File: config.mk
export PLATFORM = sky130hd
export DESIGN_NAME = cmd_pointer
export DESIGN_NICKNAME = d
export VERILOG_FILES = /design/src/rtl/cmd_pointer.sv
export SDC_FILE = /design/constraint.sdc
export NUM_CORES = 1
export LEC_CHECK = 0
export ABC_AREA = 0
export CAP_MARGIN = 20
export CORE_MARGIN = 3
export CORE_UTILIZATION = 56
export DETAILED_ROUTE_END_ITERATION = 10
export GPL_TIMING_DRIVEN = 0
export PLACE_DENSITY = 0.9
export SYNTH_ARGS = -nofsm -noshare
export SYNTH_HDL_FRONTEND = slang
export SYNTH_SLANG_ARGS = --single-unit
File: constraint.sdc
create_clock -name clk -period 3.5 [get_ports clk]
set_input_delay 0.525 -clock clk [delete_from_list [all_inputs] [get_ports clk]]
set_output_delay 0.525 -clock clk [all_outputs]
set_load 0.02 [all_outputs]
File: src/rtl/cmd_pointer.sv
// ---------------------------------------------------------------------------
// cmd_pointer
//   Command address pointer for the sequencer front end. Holds the current
//   command address and changes it only on an explicit opcode: absolute jump
//   (JMP), short jump forward (SJF) or short jump back (SJB). Each accepted
//   command lowers ready for exactly one cycle while the new address is
//   committed. Fetch logic may read addr_point whenever ready is high.
//
//   Optional build macro: CMD_POINT_SAT_EN
//     defined   : SJF saturates at all-ones, SJB saturates at zero
//     undefined : SJF/SJB wrap modulo 2^BUS_WIDTH
//
// Ports
//   clk         in   1          system clock, rising edge
//   nreset      in   1          asynchronous active-low reset
//   opcode      in   3          one-hot: 000 NUL, 001 JMP, 010 SJF, 100 SJB
//   addr_to     in   BUS_WIDTH  JMP target, or unsigned SJF/SJB offset
//   addr_point  out  BUS_WIDTH  current command address (registered)
//   ready       out  1          pointer stable, new opcode accepted
// ---------------------------------------------------------------------------
module cmd_pointer #(
   parameter int unsigned BUS_WIDTH = 32
) (
   input  logic                 clk,
   input  logic                 nreset,
   input  logic [2:0]           opcode,
   input  logic [BUS_WIDTH-1:0] addr_to,
   output logic [BUS_WIDTH-1:0] addr_point,
   output logic                 ready
);

   localparam int unsigned OP_W = 3;
   localparam logic [OP_W-1:0] OP_JMP = OP_W'(3'b001);
   localparam logic [OP_W-1:0] OP_SJF = OP_W'(3'b010);
   localparam logic [OP_W-1:0] OP_SJB = OP_W'(3'b100);

   typedef enum logic [1:0] {
      ST_INIT   = 2'd0,
      ST_IDLE   = 2'd1,
      ST_UPDATE = 2'd2
   } state_e;

   state_e               state_q, state_d;
   logic [BUS_WIDTH-1:0] addr_q, addr_d;
   logic [BUS_WIDTH-1:0] target_q, target_d;
   logic                 ready_q, ready_d;

   logic [BUS_WIDTH-1:0] sjf_target_c;
   logic [BUS_WIDTH-1:0] sjb_target_c;

`ifdef CMD_POINT_SAT_EN
   // Extra MSB captures carry (SJF) or borrow (SJB) for clamping.
   logic                 sjf_carry_c;
   logic                 sjb_borrow_c;
   logic [BUS_WIDTH-1:0] sjf_sum_c;
   logic [BUS_WIDTH-1:0] sjb_diff_c;

   assign {sjf_carry_c, sjf_sum_c}  = {1'b0, addr_q} + {1'b0, addr_to};
   assign {sjb_borrow_c, sjb_diff_c} = {1'b0, addr_q} - {1'b0, addr_to};
   assign sjf_target_c = sjf_carry_c  ? {BUS_WIDTH{1'b1}} : sjf_sum_c;
   assign sjb_target_c = sjb_borrow_c ? {BUS_WIDTH{1'b0}} : sjb_diff_c;
`else
   // Plain modulo arithmetic; carry/borrow are dropped.
   assign sjf_target_c = addr_q + addr_to;
   assign sjb_target_c = addr_q - addr_to;
`endif

   // State and datapath registers
   always_ff @(posedge clk or negedge nreset) begin
      if (!nreset) begin
         state_q  <= ST_INIT;
         addr_q   <= '0;
         target_q <= '0;
         ready_q  <= 1'b0;
      end else begin
         state_q  <= state_d;
         addr_q   <= addr_d;
         target_q <= target_d;
         ready_q  <= ready_d;
      end
   end

   // Next-state and datapath control
   always_comb begin
      state_d  = state_q;
      addr_d   = addr_q;
      target_d = target_q;
      ready_d  = ready_q;

      unique case (state_q)
         ST_INIT: begin
            state_d = ST_IDLE;
            ready_d = 1'b1;
         end

         ST_IDLE: begin
            // Illegal and NUL opcodes fall through with no state change.
            if (opcode == OP_JMP || opcode == OP_SJF || opcode == OP_SJB) begin
               state_d = ST_UPDATE;
               ready_d = 1'b0;
               if (opcode == OP_JMP) begin
                  target_d = addr_to;
               end else if (opcode == OP_SJF) begin
                  target_d = sjf_target_c;
               end else begin
                  target_d = sjb_target_c;
               end
            end
         end

         ST_UPDATE: begin
            // Opcode is ignored here; the latched target is committed.
            addr_d  = target_q;
            ready_d = 1'b1;
            state_d = ST_IDLE;
         end

         default: begin
            state_d = ST_INIT;
            ready_d = 1'b0;
         end
      endcase
   end

   assign addr_point = addr_q;
   assign ready      = ready_q;

endmodule

==> run metrics, run 1 <==
status finished, violations left; failing checks setup timing; Nets about 800; critical path fanouts, max 6; Setup Crit Path Kind primary input to flip-flop; vias in the first global route approximately 5400; largest net degree at the start of global routing 67; DRC 0; antenna viol nets, final 0; CTS clk-pin slew, worst paths 80 ps; maxcap violations 0; RSZ-0062 raised after global routing true; Fin Setup TNS -942 ps; CTS tree built; crit path DAT a little under 4000 ps; Die Y 102 um; Port Buffers roughly 70; overall routing resource usage ~33%; crit-path cells buf_12, nor4_4, buf_4, and4_4, nor2b_4, and2b_2, nor2_2, xor2_1, ha_1, buf_6, nand4_1, o31ai_2, a31oi_1, o22ai_2, o221ai_2, o21ai_1, mux2i_1, nand3_1; Antenna diodes 0; CTS HTree Levels 3; Worst Tran Pin Value about 840 ps; final worst slack -171 ps; Mean Syn Cell Area approximately 8.7 um2; initial antenna violation count 0; synthesized instance count between 500 and 600; DRT Pass-1 Iters 7; Pleak 3.02 nW; synth-to-layout area growth 34.0%; post-synthesis sequential area ratio between 30% and 40%; Via density between 6 and 7; YS warnings 0; Initial Utilization between 50% and 60%; dpl cell area a little over 6000 um2; Synth Register Bits 66; Finished Cell Area a little under 7000 um2; Slew HR between 40 and 50%; Netlist cell types 62; via count roughly 5600; DP Wirelength ~11000 um; cell area after technology mapping ~5200 um2; global route overflow 0; Chip Width 102 um; Largest stage delay, worst path 340 ps; CTS max path bufs 2; # clock sinks 66; slowest CP cell nor4_4; max frequency 0.272 GHz; Clk Latency, worst-skew pair 370 ps; row cnt 34; global placement routability congestion 0.972; Top FF cell, synth dfrtp_1; async set-reset flop share out of synthesis between 90% and 100%; WP data required between 3000 and 4000 ps; final wirelength ~19000 um; number of setup violations in the final report 9; critical path launch point type primary input; Min-Delay Path Class primary input to asynchronous set/reset pin; EDFF count, synth 0; first-pass GRT wire length around 27000 um; Final Hold Fails 0; pre-CTS setup slack -1410 ps; final worst path period share 105%; layout cells sized above 1 approximately a quarter; crit end category flip-flop; delay-heaviest family, CP simple AND/OR/NAND/NOR gates; initial drt markers 520; Net Count, Synth 671; Slew Limit Fails 0; Worst VDD drop 507 uV; total core area between 8000 and 9000 um2; I/O pin count 70; Num CTS Buffers 9; pwr/cell area ~900 nW/um2; clk root buf clkbuf_8; Clock Skew 6.36 ps; routed len/inst approximately 23 um; CP bufs+invs 3; crit path time final 3670 ps; Die Footprint 10500 um2
## flip-flops by register name, indices dropped and copies added (netlist names)
name / flops
addr_point: 32
state_q: 2
target_q: 32
## layout by cell type (no fill, tap or decap), drive strengths merged, types with 4 or more instances in the layout
cell type / n
o22ai: 4
xnor2: 34
nor4: 5
o21ai: 34
a21oi: 62
dfrtp: 66
clkdlybuf4s50: 48
mux2i: 5
xor2: 18
nand4: 7
a31oi: 13
ha: 37
inv: 17
nor2: 52
clkbuf: 23
o31ai: 9
and2: 4
nor3: 13
a21o: 16
nor2b: 6
buf: 64
dlygate4sd2: 6
and3: 13
nand2: 58
nand3: 21
mux2: 32
## metrics by stage
| stage | instances | hold WS (ps) | utilization, % | total power (W) |
|---|---|---|---|---|
| 6_report | 825 | 263 | 78.7 | 0.00611 |
| 5_1_grt | 825 | 334 | 78.7 | 0.00644 |
| 4_1_cts | 813 | 290 | 75.9 | 0.00566 |
| 3_5_place_dp | 773 | 474 | 68.3 | 0.00455 |
| 3_3_place_gp | 773 | 459 | 68.3 | 0.00445 |
| 2_1_floorplan | 596 | 229 | - | 0.00358 |
## cell families after synthesis
logic type,synth area share (%)
flip-flops,31.8
adder cells (fa/ha/maj),9.29
AO/OA/AOI/OAI,20.3
XOR/XNOR,8.76
AND/OR/NAND/NOR,18.6
multiplexers,7.90
buffers and inverters,3.37
## worst paths after layout
kind	slack [ps]	from	depth (start not counted)	to
max in group asynchronous	2690	nreset	1	target_q[13]$_DFFE_PN0P_
hold / removal	260	nreset	1	addr_point[27]$_DFFE_PN0P_
hold reg to reg	490	target_q[10]$_DFFE_PN0P_	2	target_q[10]$_DFFE_PN0P_
setup reg to reg	670	addr_point[8]$_DFFE_PN0P_	10	target_q[25]$_DFFE_PN0P_
setup / recovery	-170	addr_to[2]	18	target_q[30]$_DFFE_PN0P_
min in group clk	480	addr_to[0]	3	target_q[0]$_DFFE_PN0P_
## cell type report
cell class                      instances  area (um2)
Inverter                               15        58.8
Multi-Input combinational cell        485        3780
Timing Repair Buffer                  113        1000
Sequential cell                        66        1650
Fill cell                             535        1890
Buffer                                 22         113
Clock buffer                            9         124
Clock inverter                          7         101
Tap cell                              108         135
## timing repair
action / CTS / global route
setup endpoints to repair: 26 / 17
pin swaps: 47 / 35
gates resized for setup: 131 / 43
setup buffers: 28 / 16
hold buffers: 0 / 0
## cell usage after synthesis (all sizes together), types with 6 or more instances
cell / number / area (um2)
inv: 15 / 56.3
nand3: 21 / 118
a21o: 16 / 120
clkbuf: 19 / 71.3
o21ai: 34 / 170
buf: 11 / 47.5
o31ai: 9 / 95.1
nor2b: 6 / 37.5
xor2: 18 / 158
a21oi: 62 / 310
nand2: 58 / 218
nor2: 52 / 195
dfrtp: 66 / 1650
mux2: 32 / 360
ha: 37 / 463
and3: 13 / 81.3
nand4: 7 / 50.1
xnor2: 34 / 298
nor3: 13 / 76.3
a31oi: 13 / 81.3
## layer usage
metal  track usage (%)  vias up  wire, um
li1                  -     2383         -
met1              39.9     2656      6730
met2              54.7      459      8730
met3              8.46      125      2140
met4              19.4        0      1050
met5                 0        -         0
## power by group
group,total [W],switching (W),internal (W)
registers,0.00143,0.000310,0.00112
clock network,0.000761,0.000354,0.000407
logic,0.00391,0.00212,0.00179
total,0.00611,0.00279,0.00332
## worst reg2reg max path, delay by kind of cell, from the launching register on
| kind | cells | cell delay [ps] |
|---|---|---|
| AO/OA/AOI/OAI | 5 | 1320 |
| flip-flops | 1 | 430 |
| AND/OR/NAND/NOR | 3 | 410 |
| adder cells (fa/ha/maj) | 1 | 390 |
| buffers and inverters | 1 | 170 |
No activity file was read; power rests on OpenSTA's default activity.
==> run 2: changes to the inputs <==
- CTS_CLUSTER_SIZE: unset -> 25
- TNS_END_PERCENT: unset -> 10
==> run 2 against run 1 <==
  * The run still ends with setup timing left
  * Largest cell class unchanged
  * Die area is the same
  * Critical path depth shrank 2
  * Clock-buffer cell count grew 1
  * Critical path type unchanged
  * First-iteration DRC count grew 6.7%
==> run metrics, run 2 (synthesized netlist as in run 1, its figures left out) <==
status finished, violations left; failing checks setup timing; overall routing resource usage 32.3% (-1.2 points); final worst slack -193 ps (-21.3 ps); Clk Latency, worst-skew pair 360 ps (about the same); power after layout 0.00605 W (-0.92%); Antenna diodes 0 (unchanged); CTS max path bufs 2 (unchanged); Setup Crit Path Kind primary input to flip-flop; most frequent cells in the layout 66 x dfrtp_1, 55 x nand2_1, 54 x a21oi_1; Num CTS Buffers 9 (unchanged); antenna viol nets, final 0 (unchanged); Die Y 102 um (unchanged); final core occ 79.2% (+0.55 points); pwr/cell area 863 nW/um2 (-1.6%); routed len/inst 22.3 um (-1.4%); CTS clk-pin slew, worst paths 80 ps (about the same); maxcap violations 0 (unchanged); Clock Skew 7.42 ps (+1.07 ps); Slew HR 43.1% (-1.0 points); critical path fanouts, max 10 (+4); Nets 782 (-0.64%); DRT Pass-1 Iters 6 (-1); Chip Width 102 um (unchanged); RSZ-0062 raised after global routing true; crit end category flip-flop; crit path time final 3690 ps (+21.3 ps); Die Footprint 10500 um2 (unchanged); Port Buffers 69 (unchanged); worst r2r src addr_point[0]$_DFFE_PN0P_; largest net degree at the start of global routing 67 (unchanged); multi-input logic area 3890 um2 (+3.0%); DP Wirelength 11200 um (+0.44%); global route overflow 0 (unchanged); Slew Limit Fails 0 (unchanged); first-pass GRT wire length 26200 um (-2.4%); Worst VDD drop 561 uV (+11%); critical path launch point type primary input; initial drt markers 555 (+6.7%); synth-to-layout area growth 34.9%; crit path DAT 3920 ps (about the same); Via density 6.77 (-0.71%); Hold-fix buffers, CTS 0 (unchanged); number of setup violations in the final report 9 (unchanged); via count 5549 (-1.3%); reg-to-reg setup timing slack 580 ps (-90 ps); CTS tree built; vias in the first global route 5212 (-3.8%); Min-Delay Path Class primary input to asynchronous set/reset pin; initial antenna violation count 0 (unchanged); Pleak 2.99 nW (-1.1%); DRC 0 (unchanged); layout cells sized above 1 27.0% (+0.75 points); I/O pin count 70 (unchanged); r2r worst-path depth 10 (unchanged); final worst path period share 106% (+0.61 points); # clock sinks 66 (unchanged); Final Hold Fails 0 (unchanged); most common cell after layout, fill and taps aside dfrtp_1; Initial Utilization 58.7% (unchanged); global placement routability congestion 0.945 (-2.8%); row cnt 34 (unchanged); Largest stage delay, worst path 400 ps (+60 ps); Worst Tran Pin Value 854 ps (+15.2 ps); FF/Latch Area 1650 um2 (unchanged); WP data required 3730 ps (-20 ps); Filler cells 536 (+0.19%); total core area 8850 um2 (unchanged); clk root buf clkbuf_8; slowest CP cell a2111oi_4; final wirelength 18300 um (-2.0%); max frequency 0.271 GHz (-0.58%); crit-path cells dlygate4sd2_1, nor3_2, and4_4, nor2b_4, and2b_2, nor2_1, xor2_1, ha_4, a21oi_2, o31ai_4, a221oi_2, o21ai_2, a2111oi_4, buf_4, xor2_2, o21ai_1; end of the worst register-to-register path target_q[24]$_DFFE_PN0P_; CTS HTree Levels 3 (unchanged)
run 2: cell count changes in the layout (fill, tap and decap cells not counted), sizes merged:
cell	delta
buf	-6
clkbuf	+2
inv	-2
bufinv	-1
clkdlybuf4s15	+1
clkinv	+1
clkinvlp	+1
dlymetal6s2s	-1
run 2: worst max-delay path by stage:
stage | start | end | slack, ps | depth (start not counted)
after floorplan | addr_to[4] | target_q[25]$_DFFE_PN0P_ | -140 | 15
after global placement | opcode[0] | target_q[28]$_DFFE_PN0P_ | -1380 | 14
after detailed placement | opcode[0] | target_q[28]$_DFFE_PN0P_ | -1450 | 14
after CTS | addr_to[3] | target_q[24]$_DFFE_PN0P_ | -30 | 15
after global routing | addr_to[8] | target_q[30]$_DFFE_PN0P_ | -240 | 16
final | addr_to[8] | target_q[24]$_DFFE_PN0P_ | -190 | 16
run 2: routing by layer:
layer	vias up	track usage, %	routed length (um)
li1	2363	-	-
met3	109	5.80	1850
met1	2668	41.3	6800
met5	-	0	0
met4	0	12.9	880
met2	409	54.0	8750
run 2: layout make-up:
class	instances	share of cell area, %
clock inverter	6	0.946
tap	108	1.93
timing repair buffer	109	13.8
multi-input combinational	485	55.5
clock buffer	10	1.96
buffer	21	1.45
sequential	66	23.6
inverter	15	0.839
run 2: per-stage QoR:
| step | instances | setup TNS (ps) | instance area [um2] | hold slack [ps] | setup slack, ps |
|---|---|---|---|---|---|
| after floorplan | 596 | -578 | 5210 | 229 | -142 |
| after global placement | 773 | -36620 | 6040 | 458 | -1380 |
| after detailed placement | 773 | -25790 | 6030 | 473 | -1450 |
| after CTS | 812 | -104 | 6730 | 304 | -34.4 |
| after global routing | 820 | -1850 | 7010 | 336 | -240 |
| final | 820 | -1090 | 7010 | 263 | -193 |
run 2: where the power goes:
group	total, W	switching [W]	internal [W]
sequential	0.00144	0.000315	0.00112
combinational	0.00392	0.00211	0.00181
clock	0.000692	0.000344	0.000348
total	0.00605	0.00277	0.00328
run 2: critical path, delay by kind of cell:
kind | cells | cell delay (ps)
adder cells (fa/ha/maj) | 1 | 300
XOR/XNOR | 2 | 400
buffers and inverters | 2 | 530
AO/OA/AOI/OAI | 6 | 1250
AND/OR/NAND/NOR | 5 | 900
run 2: repair_timing:
action                                  CTS  global route
gates cloned                              0             0
endpoints found under the setup margin   26            15
buffers inserted                         31             9
pin swaps                                39            38
resized for setup                       138            46
==> patch (flow settings as in run 2) <==
Build with the macro `CMD_POINT_SAT_EN` defined.
--- a/src/rtl/cmd_pointer.sv
+++ b/src/rtl/cmd_pointer.sv
@@ -19,4 +19,6 @@
 //   ready       out  1          pointer stable, new opcode accepted
 // ---------------------------------------------------------------------------
+`define CMD_POINT_SAT_EN
+
 module cmd_pointer #(
    parameter int unsigned BUS_WIDTH = 32
Behaviour: not the same (Yosys sat finds a counterexample within 4 cycles, from zero or initial values and one cycle with nreset low).
==> patch against run 2 <==
- routed wire length increased by 25%
- non-clock buffer count unchanged
- sequential cell count unchanged
- combinational power increased by 41%
- area after synthesis increased by 28%
- total power increased by 31%
- clock power increased by 35%
- sequential power about the same
- critical endpoint is now target_q[31]$_DFFE_PN0P_
- critical path depth decreased by 2
- final cell count increased by 32%
- design area increased by 19%
- worst setup slack improved by 260 ps
- register-to-register slack got worse by 450 ps
- via count increased by 30%
==> patch: results (changes against run 2) <==
- Share of cells above drive strength 1: 16.0% (-11 points)
- Slowest CP cell: clkdlybuf4s50_1
- Metal-1 WL: 9330 µm (+37%)
- Drt pass-1 iters: 5 (-1)
- CP Capture Point: target_q[31]$_DFFE_PN0P_
- Compound-Gate Fraction of Synth Area: 31.8% (+12 points)
- Met2 routed WL: 10,100 µm (+16%)
- WL final: 22,800 µm (+25%)
- Period Utilization, post-route: 98.2% (-7.3 points)
- Via count: 7,214 (+30%)
- Worst slack at placement: -1450 ps (-5.41 ps)
- Peak VDD IR: 0.000490 V (-13%)
- Post-DP Area: 7490 µm² (+24%)
- Status: finished clean
- Via-to-Cell Ratio: 6.67 (-1.5%)
- NonClk Buf Share: 13.6% (-1.7 points)
- Post-Syn Area per Cell: 7.83 µm² (-10%)
- Worst-path clk slew: 60 ps (-20 ps)
- DR WL met3: 2520 µm (+36%)
- Inverters: 67 (+52)
- Vias in the first global route: 6,687 (+28%)
- Max FO, Critical Path: 9 (-1)
- Post-Synth Adder-Cell Area: 12.9% (+3.6 points)
- Clock-cell share: 3.66% (+0.75 points)
- Post-synthesis xor/xnor area fraction: 0.396% (-8.4 points)
- Initial drt markers: 746 (+34%)
- Layout fillers: 900 (+68%)
- Comb pwr: 5.52 mW (+41%)
- Crit path launch: addr_to[20]
- GRT Util Overall: 34.1% (+1.8 points)
- Multi-input gates: 660 (+36%)
- Area of the multi-input gates: 4820 µm² (+24%)
- Post-synthesis mux area share: 6.06% (-1.8 points)
- Met1 usage: 47.6% (+6.4 points)
==> patch: cell types whose count changed after synthesis, moves of 12 or more <==
| cell | run 2 | this run |
|---|---|---|
| a21oi_1 | 62 | 100 |
| a221o_1 | 0 | 12 |
| clkbuf_1 | 19 | 33 |
| ha_1 | 37 | 65 |
| inv_1 | 14 | 67 |
| nand2b_1 | 1 | 17 |
| nor2_1 | 52 | 65 |
| o21ai_0 | 32 | 84 |
| o221ai_1 | 1 | 15 |
| xnor2_1 | 34 | 2 |
| xor2_1 | 18 | 1 |
==> patch: per-stage QoR <==
step           power (mW)  util (%)  hold WS, ps  TNS, ps
2_1_floorplan        4.66         -          229        0
3_3_place_gp         6.06      65.1          459   -58710
3_5_place_dp         6.11      65.1          471   -39370
4_1_cts              7.34      69.6          328        0
5_1_grt              8.42      72.4          361     -291
6_report             7.90      72.4          300        0
==> patch: worst max-delay path: cells and delay by family <==
family / cells / cell delay, ps
compound gates: 7 / 1660
buf+inv: 4 / 1040
fa+ha+maj: 1 / 260
simple gates: 2 / 150
